### config.mk
export PLATFORM = sky130hd
export DESIGN_NAME = imem_loader
export DESIGN_NICKNAME = d
export VERILOG_FILES = /design/src/rtl/imem_loader.sv
export SDC_FILE = /design/constraint.sdc
export NUM_CORES = 1
export LEC_CHECK = 0
export ABC_AREA = 1
export BUFFER_PORTS_ARGS = -buffer_cell sky130_fd_sc_hd__buf_2
export CORE_MARGIN = 1
export CORE_UTILIZATION = 55
export DETAILED_ROUTE_END_ITERATION = 16
export GPL_TIMING_DRIVEN = 1
export PLACE_DENSITY = 0.78
export REMOVE_ABC_BUFFERS = 1
export SYNTH_ARGS = -nofsm -noshare
export SYNTH_HDL_FRONTEND = slang
export SYNTH_SLANG_ARGS = --single-unit
### constraint.sdc
create_clock -name i_clk -period 4.4 [get_ports i_clk]
set_input_delay 0.66 -clock i_clk [delete_from_list [all_inputs] [get_ports i_clk]]
set_output_delay 0.66 -clock i_clk [all_outputs]
set_load 0.005 [all_outputs]
### src/rtl/imem_loader.sv
// imem_loader: receives a framed instruction image from a word stream and writes
// it into the instruction memory one word per cycle. The frame is a length word,
// then that many instruction words, then a checksum word. The CPU stays in halt
// until a complete image with a matching checksum has been written.
//
// Stream handshake: a word transfers on a rising edge of i_clk where
// i_in_valid & o_in_ready. o_in_ready is decoded only from the registered state.
// It has no combinational dependency on i_in_valid. i_in_valid is ignored while
// o_in_ready is low. The loader can take one word every cycle.
module imem_loader #(
  parameter int DATA_W    = 10,
  parameter int ADDR_W    = 10,
  parameter int BASE_ADDR = 0
) (
  input  logic              i_clk,
  input  logic              i_reset,
  input  logic              i_start,
  input  logic [DATA_W-1:0] i_in_data,
  input  logic              i_in_valid,
  output logic              o_in_ready,
  output logic              o_mem_we,
  output logic [ADDR_W-1:0] o_mem_addr,
  output logic [DATA_W-1:0] o_mem_wdata,
  output logic              o_cpu_hold,
  output logic              o_busy,
  output logic              o_done,
  output logic              o_error,
  output logic [ADDR_W-1:0] o_word_count,
  output logic [2:0]        o_dbg_state
);

  typedef enum logic [2:0] {
    S_IDLE = 3'd0,
    S_LEN  = 3'd1,
    S_LOAD = 3'd2,
    S_CSUM = 3'd3,
    S_DONE = 3'd4,
    S_ERR  = 3'd5
  } state_t;

  // Largest image that fits between BASE_ADDR and the top of the address space.
  localparam int unsigned MAX_LEN = (32'd1 << ADDR_W) - 32'(BASE_ADDR);

  state_t              r_state;
  state_t              w_next;
  logic [DATA_W-1:0]   r_len;
  logic [DATA_W-1:0]   r_csum;
  logic [ADDR_W-1:0]   r_word_count;
  logic                r_mem_we;
  logic [ADDR_W-1:0]   r_mem_addr;
  logic [DATA_W-1:0]   r_mem_wdata;

  logic                w_in_ready;
  logic                w_accept;
  logic                w_start_ok;
  logic                w_len_bad;
  logic                w_last_word;
  logic [DATA_W-1:0]   w_csum_next;

  assign w_accept    = w_in_ready & i_in_valid;
  // start is only honoured when no frame is in progress.
  assign w_start_ok  = i_start & ((r_state == S_IDLE) | (r_state == S_DONE) |
                                  (r_state == S_ERR));
  assign w_len_bad   = (i_in_data == '0) || (32'(i_in_data) > MAX_LEN);
  // The word being accepted now is the last instruction of the image.
  assign w_last_word = ((32'(r_word_count) + 32'd1) == 32'(r_len));
  assign w_csum_next = r_csum + i_in_data;

  // State register; reset always wins over start.
  always_ff @(posedge i_clk) begin
    if (i_reset) begin
      r_state <= S_IDLE;
    end else begin
      r_state <= w_next;
    end
  end

  // Next-state decode driven by start and accepted stream words.
  always_comb begin
    w_next = r_state;
    case (r_state)
      S_IDLE, S_DONE, S_ERR: begin
        if (i_start) w_next = S_LEN;
      end
      S_LEN: begin
        if (w_accept) w_next = w_len_bad ? S_ERR : S_LOAD;
      end
      S_LOAD: begin
        if (w_accept && w_last_word) w_next = S_CSUM;
      end
      S_CSUM: begin
        if (w_accept) w_next = (i_in_data == r_csum) ? S_DONE : S_ERR;
      end
      default: w_next = S_IDLE;
    endcase
  end

  // Status outputs decoded purely from the registered state.
  always_comb begin
    w_in_ready = 1'b0;
    o_busy     = 1'b0;
    o_cpu_hold = 1'b1;
    o_done     = 1'b0;
    o_error    = 1'b0;
    case (r_state)
      S_LEN, S_LOAD, S_CSUM: begin
        w_in_ready = 1'b1;
        o_busy     = 1'b1;
      end
      S_DONE: begin
        o_done     = 1'b1;
        o_cpu_hold = 1'b0;
      end
      S_ERR: begin
        o_error    = 1'b1;
      end
      default: ;
    endcase
  end

  // Frame datapath: length capture, running checksum, word counter and the
  // registered memory write (one cycle after each instruction accept).
  always_ff @(posedge i_clk) begin
    if (i_reset) begin
      r_len        <= '0;
      r_csum       <= '0;
      r_word_count <= '0;
      r_mem_we     <= 1'b0;
      r_mem_addr   <= '0;
      r_mem_wdata  <= '0;
    end else begin
      r_mem_we <= 1'b0;
      if (w_start_ok) begin
        r_word_count <= '0;
        r_csum       <= '0;
      end
      case (r_state)
        S_LEN: begin
          if (w_accept) r_len <= i_in_data;
        end
        S_LOAD: begin
          if (w_accept) begin
            r_mem_we     <= 1'b1;
            r_mem_addr   <= ADDR_W'(BASE_ADDR) + r_word_count;
            r_mem_wdata  <= i_in_data;
            r_word_count <= r_word_count + ADDR_W'(1);
            r_csum       <= w_csum_next;
          end
        end
        default: ;
      endcase
    end
  end

  assign o_in_ready   = w_in_ready;
  assign o_mem_we     = r_mem_we;
  assign o_mem_addr   = r_mem_addr;
  assign o_mem_wdata  = r_mem_wdata;
  assign o_word_count = r_word_count;
  assign o_dbg_state  = r_state;

endmodule
==> results of run 1 <==
## cells by family (layout without fill, tap and decap cells)
family | Yosys count | count (layout)
buf+inv | 67 | 118
flops | 54 | 54
xor+xnor | 8 | 8
compound gates | 82 | 82
fa+ha+maj | 11 | 11
simple gates | 169 | 169
## stage by stage
stage	power (W)	setup slack [ps]	hold slack (ps)	instances
after global routing	0.00141	1860	474	509
after global placement	0.000982	2140	438	501
final	0.00132	2150	458	509
after CTS	0.00132	2170	463	509
after detailed placement	0.000994	2110	447	501
after floorplan	0.000868	2220	437	381
## metal layers
layer | vias to the layer above | global-route usage, % | share of wire [%]
met4 | 0 | 10.5 | 2.2
met5 | - | 0 | 0
met1 | 1222 | 33.6 | 45
li1 | 1393 | - | -
met2 | 83 | 46.9 | 48
met3 | 14 | 4.25 | 4.8
## critical path, cell delays in order (launching register included)
cell	delay [ps]
dfxtp_1	600
ha_1	320
nand3_1	150
nor2_1	170
nand3_1	150
nand3b_1	110
nand2_1	60
nor2_1	140
nand3_1	130
nand2_2	110
nand3_2	80
nand2_1	70
inv_1	40
nor2_1	80
## final timing paths
path,from,end,slack [ps]
hold / removal,o_mem_addr[1],o_mem_addr[1],460
setup / recovery,o_word_count[0],o_dbg_state[1],2150
hold reg to reg,o_mem_addr[1],o_mem_addr[1],460
setup reg to reg,o_word_count[0],o_dbg_state[1],2150
## report_power, final
part / leakage [nW] / total, W / switching [W] / internal, W
clock: 0.0514 / 0.000335 / 0.000165 / 0.000170
combinational: 1.07 / 0.000396 / 0.000254 / 0.000141
sequential: 0.438 / 0.000591 / 0.0000464 / 0.000545
## state kept, by name (all words and copies together), names as in the netlist
register	flops
o_mem_addr	10
o_mem_wdata	10
o_word_count	10
r_csum	10
r_len	10
o_dbg_state	3
o_mem_we	1
## cell type report
| type | count | share of cell area, % |
|---|---|---|
| multi-input combinational | 270 | 45.3 |
| sequential | 54 | 33.6 |
| timing repair buffer | 53 | 8.33 |
| inverter | 57 | 6.73 |
| tap | 67 | 2.61 |
| clock buffer | 6 | 2.26 |
| clock inverter | 2 | 1.17 |
## cells in the final DEF, fill, tap and decap left out, types with 2 or more instances in the layout
cell and n:
nand3_1 26, o21ai_0 18, nand2_1 91, o32ai_1 4, nor2_4 2, xor2_1 5, a22o_1 2, o22ai_1 3
clkbuf_8 5, inv_1 51, inv_2 5, a21oi_1 26, dfxtp_1 54, nand4_1 9, nand2_2 3, ha_1 10
nor4_1 4, nand3b_1 2, o21ai_1 22, buf_2 52, xnor2_1 2, nor2_1 26
==> reports/qor.yml, run 1 <==
crit_path_end_kind: "flip-flop"
cts_tree: "done"
fin_crit_ps: 2250
grt_pass1_vias: 2470
clock_path_buffers: 2
muxShareOfSynthArea_pct: 0
die_w_um: 73.6
arrival_ps: 2510
drtPass1Iterations: 4
clk-insertion-delay-late_ps: 310
synth_top_family_by_area: "simple AND/OR/NAND/NOR gates"
rsz0062_at_grt: "false"
dieArea_um2: 5410
setup_violations: 0
timing.fmax_ghz: 0.444
nFillCells: 476
die_y_um: 73.6
rows: 25
cts_setup_buffers: 0
yosys-top-cells-area: "dfxtp_1, nand2_1, inv_1"
drt_iter0_markers: 157
multiInputGateArea_um2: 1460
worstMarginPinSlew_ps: 615
synth_compound_area_share_pct: 16.3
drv_slew: 0
leakage_nw: 1.56
n_antenna_cell: 0
vias: 2712
tns_ps: 0
yosysWarnings: 0
yosys.area.top_type: "dfxtp_1"
layout.nets: 466
design_area_um2: 3210
syn-cell-area_um2: 2820
area_growth_pct: 14.1
portBuffers: 52
worstPathRequired_ps: 4660
hold_depth: 2
synth_top_area_share_pct: 38.4
drv_cap: 0
vdd_ir_drop_max_v: 0.000224
r2r_cells: 13
crit_path_start_kind: "flip-flop"
grt_usage_pct: 27.1
wl_per_cell_um: 13.3
via_per_inst: 5.33
placed_area_um2: 3100
dp_hpwl_um: 5080
synth_seq_cells: 54
cts.hold.buffers_added: 0
post_cts_resized: 0
clock_sinks: 54
regArea_um2: 1080
ant_nets: 0
synthSimpleGateAreaFrac_pct: 27.2
grt_pass1_wl_um: 11200
boundaryPins: 53
coreArea_um2: 4820
routed_wl_um: 6770
drc: 0
min_path_type: "reg -> reg"
initial_utilization_pct: 58.5
layout-drive-gt1-share_pct: 17.2
period_share_pct: 51.2
clockRootBuffer: "clkbuf_8"
ys_types: 40
antenna_found_initial: 0
relSlewSlack_pct: 59.0
crit_type: "reg -> reg"
place.gp.congestion: 0.916
path_clk_slew_ps: 100
post-synth-top-count-cell: "nand2_1"
synth_edf_count: 0
grt_overflow: 0
grt_max_degree: 34
utilization_pct: 66.7
async_reset_ff_share_pct: 0
worst-path-max-fanout: 12
synth_cells: 391
finClkSkew_ps: 7.77
synth-main-ff-cell: "dfxtp_1"
synth-adder-area-share_pct: 5.15
seq_area_frac_synth_pct: 38.4
htree_levels: 2
hold_viol: 0
synthXorXnorAreaFrac_pct: 2.98
syn_area_per_cell_um2: 7.20
ys_top_cells_by_count: "nand2_1, dfxtp_1, inv_1"
pwr_density_cell_nw_per_um2: 411
status: "complete, no violations"
cts_made_buffers: 5
Power figures use the tool's default switching activity.
==> run 2: changes to the inputs <==
CORE_UTILIZATION = 50   (was 55)
PLACE_DENSITY = 0.75   (was 0.78)
clock period = 2.05 ns   (was 4.4 ns; I/O delays follow)
==> run 2 against run 1 <==
Effect of this change:
- global-route usage is 2.9 points lower
- worst setup slack got worse by 1900 ps
- largest cell class unchanged
- combinational power up 130%
- highest routed layer unchanged
==> reports/qor.yml, run 2 (same netlist as run 1, synthesis figures left out) <==
regArea_um2: 1080
drv_cap: 0
nFillCells: 520
hold_depth: 3
hold_viol: 0
finClkSkew_ps: 4.28
final_common_cell: "nand2_1"
fin_crit_ps: 1830
layout-drive-gt1-share_pct: 20.1
final_cell_mix: "nand2_1, buf_2, inv_1, dfxtp_1"
r2r_cells: 8
multiInputGateArea_um2: 1480
timing.fmax_ghz: 0.548
power_frac_seq_pct: 43.6
period_share_pct: 89.1
grt_overflow: 0
htree_levels: 2
antenna_found_initial: 0
crit_path_start_kind: "flip-flop"
drc: 0
cts.hold.buffers_added: 0
crit_type: "reg -> reg"
pwr_density_cell_nw_per_um2: 875
share_comb_of_total_power_pct: 31.5
p_switching_w: 0.00101
n_antenna_cell: 0
grt_pass1_vias: 2537
routed_wl_um: 6980
rsz0062_at_grt: "false"
dieArea_um2: 5940
via_per_inst: 5.25
tns_ps: 0
leakage_nw: 1.59
r2r_slack_ps: 220
drtPass1Iterations: 5
path_clk_slew_ps: 100
r2r-end: "o_word_count[3]"
hold-path-endpoint: "o_mem_wdata[2]"
die_w_um: 77.1
crit_path_end_kind: "flip-flop"
cts_tree: "done"
status: "complete, no violations"
setup_violations: 0
initial_utilization_pct: 53.4
clockRootBuffer: "clkbuf_8"
layout.nets: 472
timing.rr.start: "o_dbg_state[1]"
die_y_um: 77.1
vias: 2718
worstPathRequired_ps: 2280
portBuffers: 52
grt_max_degree: 34
grt_usage_pct: 24.2
cts_made_buffers: 5
swShare_pct: 35.1
ant_nets: 0
drt_iter0_markers: 117
place.gp.congestion: 0.929
worstMarginPinSlew_ps: 603
rows: 26
arrival_ps: 2060
grt_pass1_wl_um: 11500
whs_ps: 306
cts_setup_buffers: 0
internal-power_w: 0.00187
relSlewSlack_pct: 59.7
clock_path_buffers: 2
dp_hpwl_um: 5390
coreArea_um2: 5270
vdd_ir_drop_max_v: 0.000476
worst-path-max-fanout: 33
clock_sinks: 54
boundaryPins: 53
min_from: "i_in_data[2]"
drv_slew: 0
clkPwrFrac_pct: 24.8
wl_per_cell_um: 13.5
min_path_type: "in -> reg"
area_growth_pct: 16.9
clk-insertion-delay-late_ps: 300
run 2: critical path, stage by stage (launching register included):
cell	delay (ps)
dfxtp_1	450
inv_2	80
nor3_2	230
inv_2	100
nor2_4	160
inv_4	100
nor2_8	130
inv_2	250
o22ai_1	230
run 2: timing repair:
item | 4_1_cts | 5_1_grt
setup endpoints to repair | 0 | 5
resized for setup | 0 | 10
endpoints found under the hold margin | 0 | 0
run 2: worst max path at each step:
stage | start | endpoint | slack (ps)
after CTS | o_word_count[1] | o_dbg_state[0] | 140
after floorplan | o_dbg_state[2] | o_word_count[2] | 80
after global routing | o_dbg_state[1] | o_dbg_state[0] | 3
final | o_dbg_state[1] | o_word_count[3] | 220
after detailed placement | i_in_data[0] | r_csum[8] | 70
after global placement | i_in_data[0] | r_csum[8] | 130
run 2: stage by stage:
step | instances | util (%) | worst slack, ps | power, W | cell area [um2]
after floorplan | 381 | - | 76.9 | 0.00186 | 2750
after global placement | 510 | 59.8 | 125 | 0.00216 | 3150
after detailed placement | 510 | 59.8 | 71.1 | 0.00217 | 3150
after CTS | 518 | 61.9 | 138 | 0.00287 | 3260
after global routing | 518 | 62.5 | 2.75 | 0.00306 | 3290
final | 518 | 62.5 | 224 | 0.00288 | 3290
run 2: layer usage:
| layer | track usage (%) | vias up | wire length [um] |
|---|---|---|---|
| li1 | - | 1404 | - |
| met1 | 29.1 | 1255 | 3180 |
| met2 | 44.2 | 51 | 3500 |
| met3 | 3.57 | 8 | 223 |
| met4 | 7.17 | 0 | 80 |
| met5 | 0 | - | 0 |
run 2: area by class of cell:
type	instances	area share, %
clock buffers	6	2.20
clock inverters	2	1.14
inverters	57	6.57
multi-input cells	270	44.9
flip-flops and latches	54	32.9
well taps	70	2.66
repair buffers	59	9.61
run 2: power groups by stage:
stage / Sequential, W / Clock [W] / Combinational (W)
finish: 0.00126 / 0.000715 / 0.000908
global route: 0.00127 / 0.000763 / 0.00103
CTS: 0.00125 / 0.000727 / 0.000897
detailed placement: 0.00127 / 0 / 0.000895
global placement: 0.00127 / 0 / 0.000889
floorplan: 0.00127 / 0 / 0.000591
==> run 3: changes to the inputs <==
RECOVER_POWER = 25   (was default)
SLEW_MARGIN = 20   (was default)
==> run 3 against run 2 <==
Effect of this change:
- routed wire length is 0.21% higher
- die area did not move
- fmax is 0.27% lower
- worst hold slack gained 4.0 ps
- via count is 0.81% lower
- non-clock buffer count did not move
- clock-buffer cell count stayed put
- clock skew hardly changed
- power decreased by 0.10%
- sequential power barely moved
- global-route usage unchanged
- largest power group unchanged
==> reports/qor.yml, run 3 (same netlist as run 1, synthesis figures left out) <==
status: "complete, no violations"
grt_max_degree: 34
drc: 0
slowest_stage: "dfxtp_1"
layout.nets: 472
dp_hpwl_um: 5390
crit_path_start: "o_dbg_state[1]"
grt_usage_pct: 24.2
p_switching_w: 0.00101
routed_wl_um: 7000
crit_family: "buffers and inverters"
arrival_ps: 2060
drt_iter0_markers: 105
via_per_inst: 5.20
fin_crit_ps: 1830
grt_pass1_wl_um: 11500
clkPwrFrac_pct: 24.7
timing.rr.start: "o_dbg_state[1]"
ant_nets: 0
r2r_slack_ps: 220
swShare_pct: 35.0
worstMarginPinSlew_ps: 611
cts_setup_buffers: 0
internal-power_w: 0.00187
boundaryPins: 53
r2r_cells: 8
clk-insertion-delay-late_ps: 300
worstPathBufferInverterCount: 4
crit_cells: 8
clock_sinks: 54
crit_path_start_kind: "flip-flop"
crit_path_end_kind: "flip-flop"
layout-drive-gt1-share_pct: 18.5
coreArea_um2: 5270
grt_overflow: 0
initial_utilization_pct: 53.4
vdd_ir_drop_max_v: 0.000476
die_y_um: 77.1
min_path_type: "in -> reg"
timing.fmax_ghz: 0.546
worstPathRequired_ps: 2280
die_w_um: 77.1
period_share_pct: 89.3
dieArea_um2: 5940
relSlewSlack_pct: 59.2
portBuffers: 52
pwr_density_cell_nw_per_um2: 876
hold_depth: 3
hold-path-endpoint: "o_mem_wdata[2]"
cts_tree: "done"
wl_per_cell_um: 13.5
grt_pass1_vias: 2537
power_frac_seq_pct: 43.7
drv_slew: 0
path_common_cell: "inv_2"
worstPathCellList: "inv_2, nor3_2, inv_2, nor2_4, inv_4, nor2_8, inv_2, o22ai_1"
share_comb_of_total_power_pct: 31.6
setup_violations: 0
path_clk_slew_ps: 90
rows: 26
drv_cap: 0
vias: 2696
antenna_found_initial: 0
finClkSkew_ps: 4.54
area_growth_pct: 16.6
final_common_cell: "nand2_1"
clock_path_buffers: 2
leakage_nw: 1.56
place.gp.congestion: 0.929
min_from: "i_in_data[2]"
worst-path-max-fanout: 33
tns_ps: 0
htree_levels: 2
cpPeakStageDelay_ps: 450
n_antenna_cell: 0
crit_type: "reg -> reg"
utilization_pct: 62.3
r2r-end: "o_word_count[2]"
final_cell_mix: "nand2_1, inv_1, dfxtp_1"
rsz0062_at_grt: "false"
hold_viol: 0
clockRootBuffer: "clkbuf_8"
cts_made_buffers: 5
drtPass1Iterations: 4
cts.hold.buffers_added: 0
run 3: cell count changes in the layout (fill, tap and decap cells not counted), sizes merged:
cell and delta:
buf -7, clkbuf +7
run 3: cell type report:
cell class | instances | area [um2]
Multi-Input combinational cell | 270 | 1480
Sequential cell | 54 | 1080
Fill cell | 525 | 1990
Clock buffer | 6 | 72.6
Clock inverter | 2 | 37.5
Timing Repair Buffer | 59 | 308
Tap cell | 70 | 87.6
Inverter | 57 | 216
run 3: worst max path at each step:
stage / to
floorplan: o_word_count[2]
global placement: r_csum[8]
detailed placement: r_csum[8]
CTS: o_dbg_state[0]
global route: o_dbg_state[0]
finish: o_word_count[2]
run 3: worst reg2reg max path, cell delays in order (launching register included):
cell,delay (ps)
dfxtp_1,450
inv_2,80
nor3_2,230
inv_2,100
nor2_4,170
inv_4,110
nor2_8,140
inv_2,250
o22ai_1,240
run 3: what timing repair did:
action                                  4_1_cts  5_1_grt
gates resized for setup                       0       10
endpoints found under the setup margin        0        5
endpoints found under the hold margin         0        0
run 3: power groups by stage:
stage                     registers, W  logic, W  clock network, W
after floorplan                0.00127  0.000591                 0
after global routing           0.00127   0.00103          0.000763
after CTS                      0.00125  0.000897          0.000727
after global placement         0.00127  0.000889                 0
after detailed placement       0.00127  0.000895                 0
final                          0.00126  0.000909          0.000711
run 3: routing by layer:
layer	global-route usage, %	vias up	routed length, um
li1	-	1401	-
met1	29.1	1243	3170
met2	44.2	44	3530
met3	3.57	8	199
met4	7.17	0	91
met5	0	-	0
run 3: stage by stage:
| stage | worst slack [ps] | cell area (um2) | power, W | hold slack (ps) | cells |
|---|---|---|---|---|---|
| floorplan | 76.9 | 2750 | 0.00186 | 377 | 381 |
| global placement | 125 | 3150 | 0.00216 | 439 | 510 |
| detailed placement | 71.1 | 3150 | 0.00217 | 455 | 510 |
| CTS | 138 | 3260 | 0.00287 | 302 | 518 |
| global route | 2.75 | 3280 | 0.00306 | 307 | 518 |
| finish | 219 | 3280 | 0.00288 | 310 | 518 |
